**config.mk**
```make
export PLATFORM = sky130hd
export DESIGN_NAME = multi_button_counter
export DESIGN_NICKNAME = d
export VERILOG_FILES = /design/src/rtl/multi_button_counter.sv
export SDC_FILE = /design/constraint.sdc
export NUM_CORES = 1
export LEC_CHECK = 0
export BUFFER_PORTS_ARGS = -buffer_cell sky130_fd_sc_hd__buf_2
export CAP_MARGIN = 20
export CORE_ASPECT_RATIO = 1.1
export CORE_MARGIN = 5
export CORE_UTILIZATION = 45
export CTS_BUF_LIST = sky130_fd_sc_hd__clkbuf_8
export DETAILED_ROUTE_END_ITERATION = 6
export HOLD_SLACK_MARGIN = 0.02
export SKIP_LAST_GASP = 1
export SLEW_MARGIN = 15
export SYNTH_ARGS = -nofsm -noshare
export SYNTH_HDL_FRONTEND = slang
export SYNTH_SLANG_ARGS = --single-unit
```
**constraint.sdc**
```tcl
create_clock -name clk -period 2.39 [get_ports clk]
set_input_delay 0.239 -clock clk [delete_from_list [all_inputs] [get_ports clk]]
set_output_delay 0.239 -clock clk [all_outputs]
set_load 0.02 [all_outputs]
```
**src/rtl/multi_button_counter.sv**
```systemverilog
// multi_button_counter: three debounced buttons (up/down/clear) driving a wrap-or-saturate counter.
// Defining MULTI_BUTTON_COUNTER_AUTOREPEAT_EN adds hold-to-repeat on the up and down buttons.

module multi_button_counter_checker #(
    parameter int WIDTH = 4
) (
    input logic             clk,
    input logic             rst,
    input logic [WIDTH-1:0] count,
    input logic             at_max,
    input logic             at_min,
    input logic             changed
);
    a_at_max : assert property (@(posedge clk) disable iff (rst) at_max == (count == {WIDTH{1'b1}}));
    a_at_min : assert property (@(posedge clk) disable iff (rst) at_min == (count == {WIDTH{1'b0}}));
    a_changed: assert property (@(posedge clk) disable iff (rst) changed |-> (count != $past(count)));
endmodule

module multi_button_counter #(
    parameter int WIDTH           = 4,
    parameter int DEBOUNCE_CYCLES = 16,
    parameter int WRAP            = 1,
    parameter int REPEAT_DELAY    = 1000,
    parameter int REPEAT_PERIOD   = 250
) (
    input  logic             clk,
    input  logic             rst,
    input  logic             btn_up,
    input  logic             btn_down,
    input  logic             btn_clear,
    output logic [WIDTH-1:0] count,
    output logic             at_max,
    output logic             at_min,
    output logic             changed
);
    localparam int NUM_BTN   = 3;
    localparam int BTN_UP    = 0;
    localparam int BTN_DOWN  = 1;
    localparam int BTN_CLEAR = 2;

    localparam int              DB_W    = $clog2(DEBOUNCE_CYCLES);
    localparam logic [DB_W-1:0] DB_LAST = DB_W'(DEBOUNCE_CYCLES - 1);
    localparam logic [DB_W-1:0] DB_ONE  = DB_W'(32'd1);

    localparam logic [WIDTH-1:0] CNT_MAX  = {WIDTH{1'b1}};
    localparam logic [WIDTH-1:0] CNT_ZERO = {WIDTH{1'b0}};
    localparam logic [WIDTH-1:0] CNT_ONE  = WIDTH'(32'd1);

    logic [NUM_BTN-1:0] raw_s;
    logic [NUM_BTN-1:0] sync1_r;
    logic [NUM_BTN-1:0] sync2_r;
    logic [NUM_BTN-1:0] filt_r;
    logic [NUM_BTN-1:0] filt_d_r;
    logic [NUM_BTN-1:0] press_s;
    logic [NUM_BTN-1:0] event_s;
    logic [DB_W-1:0]    db_cnt_r [NUM_BTN];
    logic [WIDTH-1:0]   count_next_s;

    assign raw_s   = {btn_clear, btn_down, btn_up};
    assign press_s = filt_r & ~filt_d_r;

    // Two-flop synchronisers plus one cycle of filtered-level history for edge detection.
    always_ff @(posedge clk) begin
        if (rst) begin
            sync1_r  <= '0;
            sync2_r  <= '0;
            filt_d_r <= '0;
        end else begin
            sync1_r  <= raw_s;
            sync2_r  <= sync1_r;
            filt_d_r <= filt_r;
        end
    end

    // Debounce filters: a level change is accepted only after it persists DEBOUNCE_CYCLES cycles.
    always_ff @(posedge clk) begin
        if (rst) begin
            filt_r <= '0;
            for (int b = 0; b < NUM_BTN; b++) begin
                db_cnt_r[b] <= '0;
            end
        end else begin
            for (int b = 0; b < NUM_BTN; b++) begin
                if (sync2_r[b] == filt_r[b]) begin
                    db_cnt_r[b] <= '0;
                end else if (db_cnt_r[b] == DB_LAST) begin
                    filt_r[b]   <= sync2_r[b];
                    db_cnt_r[b] <= '0;
                end else begin
                    db_cnt_r[b] <= db_cnt_r[b] + DB_ONE;
                end
            end
        end
    end

`ifdef MULTI_BUTTON_COUNTER_AUTOREPEAT_EN
    localparam int RPT_MAX = (REPEAT_DELAY > REPEAT_PERIOD) ? REPEAT_DELAY : REPEAT_PERIOD;
    localparam int RPT_W   = $clog2(RPT_MAX + 1);
    localparam logic [RPT_W-1:0] DELAY_LAST  = RPT_W'(REPEAT_DELAY - 1);
    localparam logic [RPT_W-1:0] PERIOD_LAST = RPT_W'(REPEAT_PERIOD - 1);
    localparam logic [RPT_W-1:0] RPT_ONE     = RPT_W'(32'd1);

    logic [RPT_W-1:0] rpt_cnt_r [2];
    logic [1:0]       rpt_armed_r;
    logic [1:0]       rpt_fire_s;

    // Repeat fires after the initial delay, then once per period while the level stays high.
    always_comb begin
        rpt_fire_s = 2'b00;
        for (int b = 0; b < 2; b++) begin
            if (filt_r[b] && !press_s[b]) begin
                if (rpt_armed_r[b]) begin
                    rpt_fire_s[b] = (rpt_cnt_r[b] == PERIOD_LAST);
                end else begin
                    rpt_fire_s[b] = (rpt_cnt_r[b] == DELAY_LAST);
                end
            end else begin
                rpt_fire_s[b] = 1'b0;
            end
        end
    end

    // Repeat timers restart on every press and stop as soon as the filtered level falls.
    always_ff @(posedge clk) begin
        if (rst) begin
            rpt_armed_r <= 2'b00;
            for (int b = 0; b < 2; b++) begin
                rpt_cnt_r[b] <= '0;
            end
        end else begin
            for (int b = 0; b < 2; b++) begin
                if (!filt_r[b] || press_s[b]) begin
                    rpt_cnt_r[b]   <= '0;
                    rpt_armed_r[b] <= 1'b0;
                end else if (rpt_fire_s[b]) begin
                    rpt_cnt_r[b]   <= '0;
                    rpt_armed_r[b] <= 1'b1;
                end else begin
                    rpt_cnt_r[b] <= rpt_cnt_r[b] + RPT_ONE;
                end
            end
        end
    end

    assign event_s = {press_s[BTN_CLEAR], press_s[BTN_DOWN:BTN_UP] | rpt_fire_s};
`else
    if (REPEAT_DELAY < 1 || REPEAT_PERIOD < 1) begin : g_repeat_unused
    end

    assign event_s = press_s;
`endif

    // Next count: clear wins, simultaneous up and down cancel, limits wrap or saturate.
    always_comb begin
        count_next_s = count;
        if (event_s[BTN_CLEAR]) begin
            count_next_s = CNT_ZERO;
        end else if (event_s[BTN_UP] && !event_s[BTN_DOWN]) begin
            if (count == CNT_MAX) begin
                count_next_s = (WRAP != 0) ? CNT_ZERO : CNT_MAX;
            end else begin
                count_next_s = count + CNT_ONE;
            end
        end else if (event_s[BTN_DOWN] && !event_s[BTN_UP]) begin
            if (count == CNT_ZERO) begin
                count_next_s = (WRAP != 0) ? CNT_MAX : CNT_ZERO;
            end else begin
                count_next_s = count - CNT_ONE;
            end
        end else begin
            count_next_s = count;
        end
    end

    // Flags are derived from the next count so they change on the same edge as count.
    always_ff @(posedge clk) begin
        if (rst) begin
            count   <= CNT_ZERO;
            at_max  <= 1'b0;
            at_min  <= 1'b1;
            changed <= 1'b0;
        end else begin
            count   <= count_next_s;
            at_max  <= (count_next_s == CNT_MAX);
            at_min  <= (count_next_s == CNT_ZERO);
            changed <= (count_next_s != count);
        end
    end

    multi_button_counter_checker #(
        .WIDTH(WIDTH)
    ) u_checker (
        .clk    (clk),
        .rst    (rst),
        .count  (count),
        .at_max (at_max),
        .at_min (at_min),
        .changed(changed)
    );
endmodule

```
# Word level (Yosys, flattened, before mapping)
# Memories as Yosys holds them, arrays and structs flattened.
# Index checks and enable logic that the tools add are counted.
[word_totals]
input_bits = 5
ramBits = 12
wordCells = 97
out_inout_bits = 7
register_bits = 19
n_memories = 1
[memory_table]
columns = ["name", "depth", "width", "read_ports", "rd_ports_with_merged_regs", "wr", "line_no", "text"]
rows = [
  ["db_cnt_r", 3, 4, 3, 0, 3, "56", "logic [DB_W-1:0] db_cnt_r [NUM_BTN];"],
]
[classes]
n_bitwise = 14
mux = 49
n_reduce_logical = 9
eq_ne = 9
n_addsub = 5
[op_table]
columns = ["operator", "count"]
rows = [
  ["2-to-1 mux 4 bit", 14],
  ["2-to-1 mux 1 bit", 35],
  ["== test 4 bit, second input constant", 5],
  ["adder 4 x 1 -> 4 bit, second input constant", 4],
  ["OR 1 bit", 9],
  ["zero test 4 bit", 2],
  ["AND reduction 2 bit", 3],
  ["!= test 4 bit", 1],
  ["subtractor 4 x 1 -> 4 bit, second input constant", 1],
  ["AND 3 bit", 1],
  ["== test 1 bit", 3],
  ["NOT 1 bit", 3],
  ["NOT 3 bit", 1],
  ["logical AND 1 bit", 2],
  ["zero test 1 bit", 2],
]

# Logic depth before layout (Yosys ltp)
[depth]
ltp_word = 8
depth_mapped = 6
depth_no_buf = 6

# Worst setup path before layout
# Ideal clock, no wire load.
[synth_timing]
path_kind = "register -> register"
from = "reg count[0]"
to = "reg at_min"
t_arrival_ns = 1.534
path_buffers = 0
setup_time_ns = 0.060
period_less_slack_ns = 1.594
slack_ns = 0.796
required_ns = 2.330
path_stages_with_launch = 7
cell_sequence = "dfxtp_1 > inv_1 > ha_1 > a21oi_1 > nor3_1 > o31ai_1 > a41o_1"
[synth_between]
elab_chain_len = 6
elab_cells_between_ends = 10
cone_classes = "2 x add/sub; 1 x eq/ne; 5 x mux; 2 x reduce/logical"
[synth_rtl]
columns = ["element", "line_no", "text"]
rows = [
  ["start, declared", "31", "output logic [WIDTH-1:0] count,"],
  ["start signal, assigned", "183", "count <= count_next_s;"],
  ["subtractor 4 x 1 -> 4 bit / zero test 4 bit (equally long branches)", "168, 165", ""],
  ["2-to-1 mux 4 bit", "165", "if (count == CNT_ZERO) begin"],
  ["2-to-1 mux 4 bit", "164", "end else if (event_s[BTN_DOWN] && !event_s[BTN_UP]) begin"],
  ["2-to-1 mux 4 bit *", "158", "end else if (event_s[BTN_UP] && !event_s[BTN_DOWN]) begin"],
  ["2-to-1 mux 4 bit *", "156", "if (event_s[BTN_CLEAR]) begin"],
  ["zero test 4 bit *", "185", "at_min <= (count_next_s == CNT_ZERO);"],
  ["end signal, assigned", "185", ""],
  ["end, declared", "33", "output logic at_min,"],
]
# Mark *: on every way between the ends. The rest lies on a longest branch, timed or not.
# A chain may end at the register's enable or synchronous reset.

# Worst setup path after layout
# Ends and elaborated chain as after synthesis.

==> flow_metrics.py <==
metrics = {
    "final_layout": {
        "num_antenna_cells": 0,
        "area_delta_synth_final_pct": 15.1,
        "fillerInstances": 303,
        "post_route_cells_drive_above_1_share_pct": 14.6,
        "num-nets-final": 173,
    },
    "grt": {
        "grt_pass1_vias": 1037,
        "track_usage_pct": 13.2,
        "grt_antenna_before_repair": 0,
        "grt-ovfl-total": 0,
        "grt_first_pass_wirelength_microns": 4330,
        "grt_start_max_net_pins": 20,
    },
    "clock_tree": {
        "insertion_delay_ns": 0.28,
        "tritoncts": "done",
        "clock_path_buffers": 2,
        "numCtsBuffers": 5,
        "clock_sinks": 31,
        "clock-root-buffer": "sky130_fd_sc_hd__clkbuf_8",
        "hold_buffers": 0,
        "postCtsResizedCells": 0,
        "cts_post_setup_buffers_inserted": 0,
        "clkTransAtPathRegs_ns": 0.06,
        "htree_levels": 2,
    },
    "sta": {
        "unrepaired_setup_endpoints_after_global_routing": "false",
        "timing.max_slew.rel_slack_pct": 66.0,
        "min_period_ns": 1.71,
        "tns_setup_ns": 0,
        "timing_worst_slew_pin_value_ns": 0.506,
        "report.final.hold_viol_count": 0,
        "timing.final.max_slew_violations": 0,
        "min_period_over_period_pct": 71.6,
        "finalSetupViolCount": 0,
        "finalClockSkew_ns": 0.00545,
        "achievable-frequency_mhz": 585,
    },
    "drt": {
        "drt.antenna.violating_nets": 0,
        "avgViaCountPerCell": 5.05,
        "detailroute.via_count": 1000,
        "routed_wl_microns": 2380,
        "post_drt_wl_per_cell_microns": 12.0,
        "detailedRoute.firstIterationViolations": 76,
        "detailedRoute.firstPassIterationCount": 5,
        "remaining_drc_errors": 0,
    },
    "worst_setup_path": {
        "crit_path_end_kind": "flop",
        "worstPathArrival_ns": 1.94,
        "critical_path_class": "flop to flop",
        "timing.critical_path.from_type": "flop",
        "worst_ep_required_time_ns": 2.62,
        "path_max_fanout": 8,
    },
    "synth": {
        "syn_area_per_cell_sq_um": 10.4,
        "syn_inst": 136,
        "netlist-cell-type-count": 33,
        "ys_ff_latch": 31,
        "post_synthesis_sequential_area_ratio_pct": 52.5,
        "yosys_warnings": 0,
        "syn-cell-area_sq_mm": 0.00141,
    },
    "hold_path": {
        "min_path_type": "input pin to flop",
    },
    "pwr": {
        "power.density_cell_area_mw_per_mm2": 640,
        "irDropWorstVdd_uv": 430,
        "pwr_total_mw": 1.04,
        "total_leakage_power_nw": 0.695,
    },
    "placed_design": {
        "portBuffers": 11,
        "gpl.final_weighted_congestion": 0.798,
        "detailed_place_hpwl_microns": 1760,
    },
    "floorplanning": {
        "core.rowCount": 21,
        "floorplan.core_area_sq_mm": 0.00302,
        "fp.dieArea_sq_mm": 0.00435,
        "io_pins": 12,
        "initial_standard_cell_utilization_of_the_core_pct": 46.7,
        "die_width_microns": 63.4,
        "die-height_microns": 68.7,
    },
    "run_status": {
        "outcome": "complete, no violations",
    },
    "flow_run": {
        "cap_violations": 0,
    },
}
[cells in the final DEF, fill, tap and decap left out, drive strengths merged, types with 3 or more instances in the layout]
cell | Yosys | layout
nor2 | 21 | 21
xnor2 | 4 | 4
mux2i | 4 | 4
inv | 8 | 10
nand2b | 5 | 5
clkbuf | 2 | 5
a21oi | 3 | 3
conb | 1 | 12
nand2 | 6 | 6
ha | 5 | 5
and3 | 3 | 3
nor2b | 10 | 10
nand3 | 7 | 7
edfxtp | 12 | 12
xor2 | 5 | 5
dfxtp | 19 | 19
buf | 0 | 11
[synth_stat cells]
master	instances	area share (%)
sky130_fd_sc_hd__a211oi_1	2	1.1
sky130_fd_sc_hd__a41o_1	2	1.4
sky130_fd_sc_hd__o31ai_1	2	1.1
sky130_fd_sc_hd__a22oi_1	1	0.53
sky130_fd_sc_hd__nor3_1	2	0.71
sky130_fd_sc_hd__or3_1	2	0.89
sky130_fd_sc_hd__inv_1	8	2.1
sky130_fd_sc_hd__dfxtp_1	19	27
sky130_fd_sc_hd__nor2_4	1	0.80
sky130_fd_sc_hd__ha_1	5	4.4
sky130_fd_sc_hd__a21oi_1	3	1.1
sky130_fd_sc_hd__and2b_4	2	1.4
sky130_fd_sc_hd__nor2_1	19	5.1
sky130_fd_sc_hd__and2_1	1	0.44
sky130_fd_sc_hd__a211o_1	2	1.2
sky130_fd_sc_hd__edfxtp_1	12	26
sky130_fd_sc_hd__xor2_1	5	3.1
sky130_fd_sc_hd__nand3_1	7	2.5
sky130_fd_sc_hd__nor2b_1	10	4.4
sky130_fd_sc_hd__and4b_1	1	0.71
sky130_fd_sc_hd__and3_1	3	1.3
sky130_fd_sc_hd__clkbuf_1	2	0.53
sky130_fd_sc_hd__o21ai_0	1	0.35
sky130_fd_sc_hd__xnor2_1	4	2.5
sky130_fd_sc_hd__a31oi_2	1	0.89
sky130_fd_sc_hd__nand2b_2	1	0.62
sky130_fd_sc_hd__nor2_2	1	0.44
sky130_fd_sc_hd__conb_1	1	0.27
sky130_fd_sc_hd__mux2i_1	4	2.8
sky130_fd_sc_hd__nand2_1	6	1.6
sky130_fd_sc_hd__a31oi_1	1	0.44
sky130_fd_sc_hd__nand2b_1	4	1.8
sky130_fd_sc_hd__nor4_2	1	0.89
[cell type report]
type	instances	area, sq um	area share, %
repair buffers	11	55.1	3.39
multi-input cells	106	673	41.5
flip-flops and latches	31	741	45.6
well taps	34	42.5	2.62
clock inverters	3	12.5	0.771
inverters	8	30.0	1.85
clock buffers	5	68.8	4.24
[sequential cells by signal, summed over array words and instances (netlist names)]
signal,flops
filt_r,3
count,4
filt_d_r,3
changed,1
db_cnt_r,12
at_max,1
sync2_r,3
sync1_r,3
at_min,1
[metal layers]
layer	GRT usage (%)	vias to the layer above	part of all wire (%)
met4	7.01	0	2.3
met1	13.4	466	43
met2	23.9	19	49
li1	-	509	-
met3	4.86	6	5.7
met5	0	-	0
[report_power, final]
part           switching (mW)  total, mW  internal, mW
combinational          0.0444     0.0752        0.0308
sequential             0.0161      0.585         0.569
clock                   0.184      0.379         0.195
[metrics by stage]
stage	worst slack [ns]	cell area, sq um	utilization (%)	std cells	hold slack, ns
finish	0.680	1620	53.7	198	0.161
global route	0.539	1620	53.7	198	0.177
CTS	0.714	1620	53.7	198	0.153
detailed placement	0.774	1540	51.0	190	0.427
global placement	0.814	1540	51.0	190	0.424
floorplan	0.796	1450	-	147	0.367
[cell families (layout without fill, tap and decap cells)]
family          Yosys count  after routing  share of synthesized area [%]
compound gates           15             15                           8.07
other cells               1             12                          0.266
buf+inv                  10             27                           2.66
fa+ha+maj                 5              5                           4.44
xor+xnor                  9              9                           5.59
mux                       4              4                           2.84
flops                    31             31                           52.5
simple gates             61             61                           23.6
[worst max-delay path, cell delays in order (launching register included)]
cell and delay [ns]:
sky130_fd_sc_hd__dfxtp_1 0.45, sky130_fd_sc_hd__inv_1 0.10, sky130_fd_sc_hd__ha_1 0.24, sky130_fd_sc_hd__a21oi_1 0.13, sky130_fd_sc_hd__nor3_1 0.06, sky130_fd_sc_hd__o31ai_1 0.45
sky130_fd_sc_hd__a41o_1 0.23
[final timing paths]
check | startpoint | endpoint | slack [ns] | cells past startpoint
max | count[0] | at_min | 0.68 | 6
min | btn_clear | sync1_r[2] | 0.16 | 2
max reg2reg | count[0] | at_min | 0.68 | 6
min reg2reg | sync1_r[1] | sync2_r[1] | 0.44 | 1
Power figures use the tool's default switching activity.
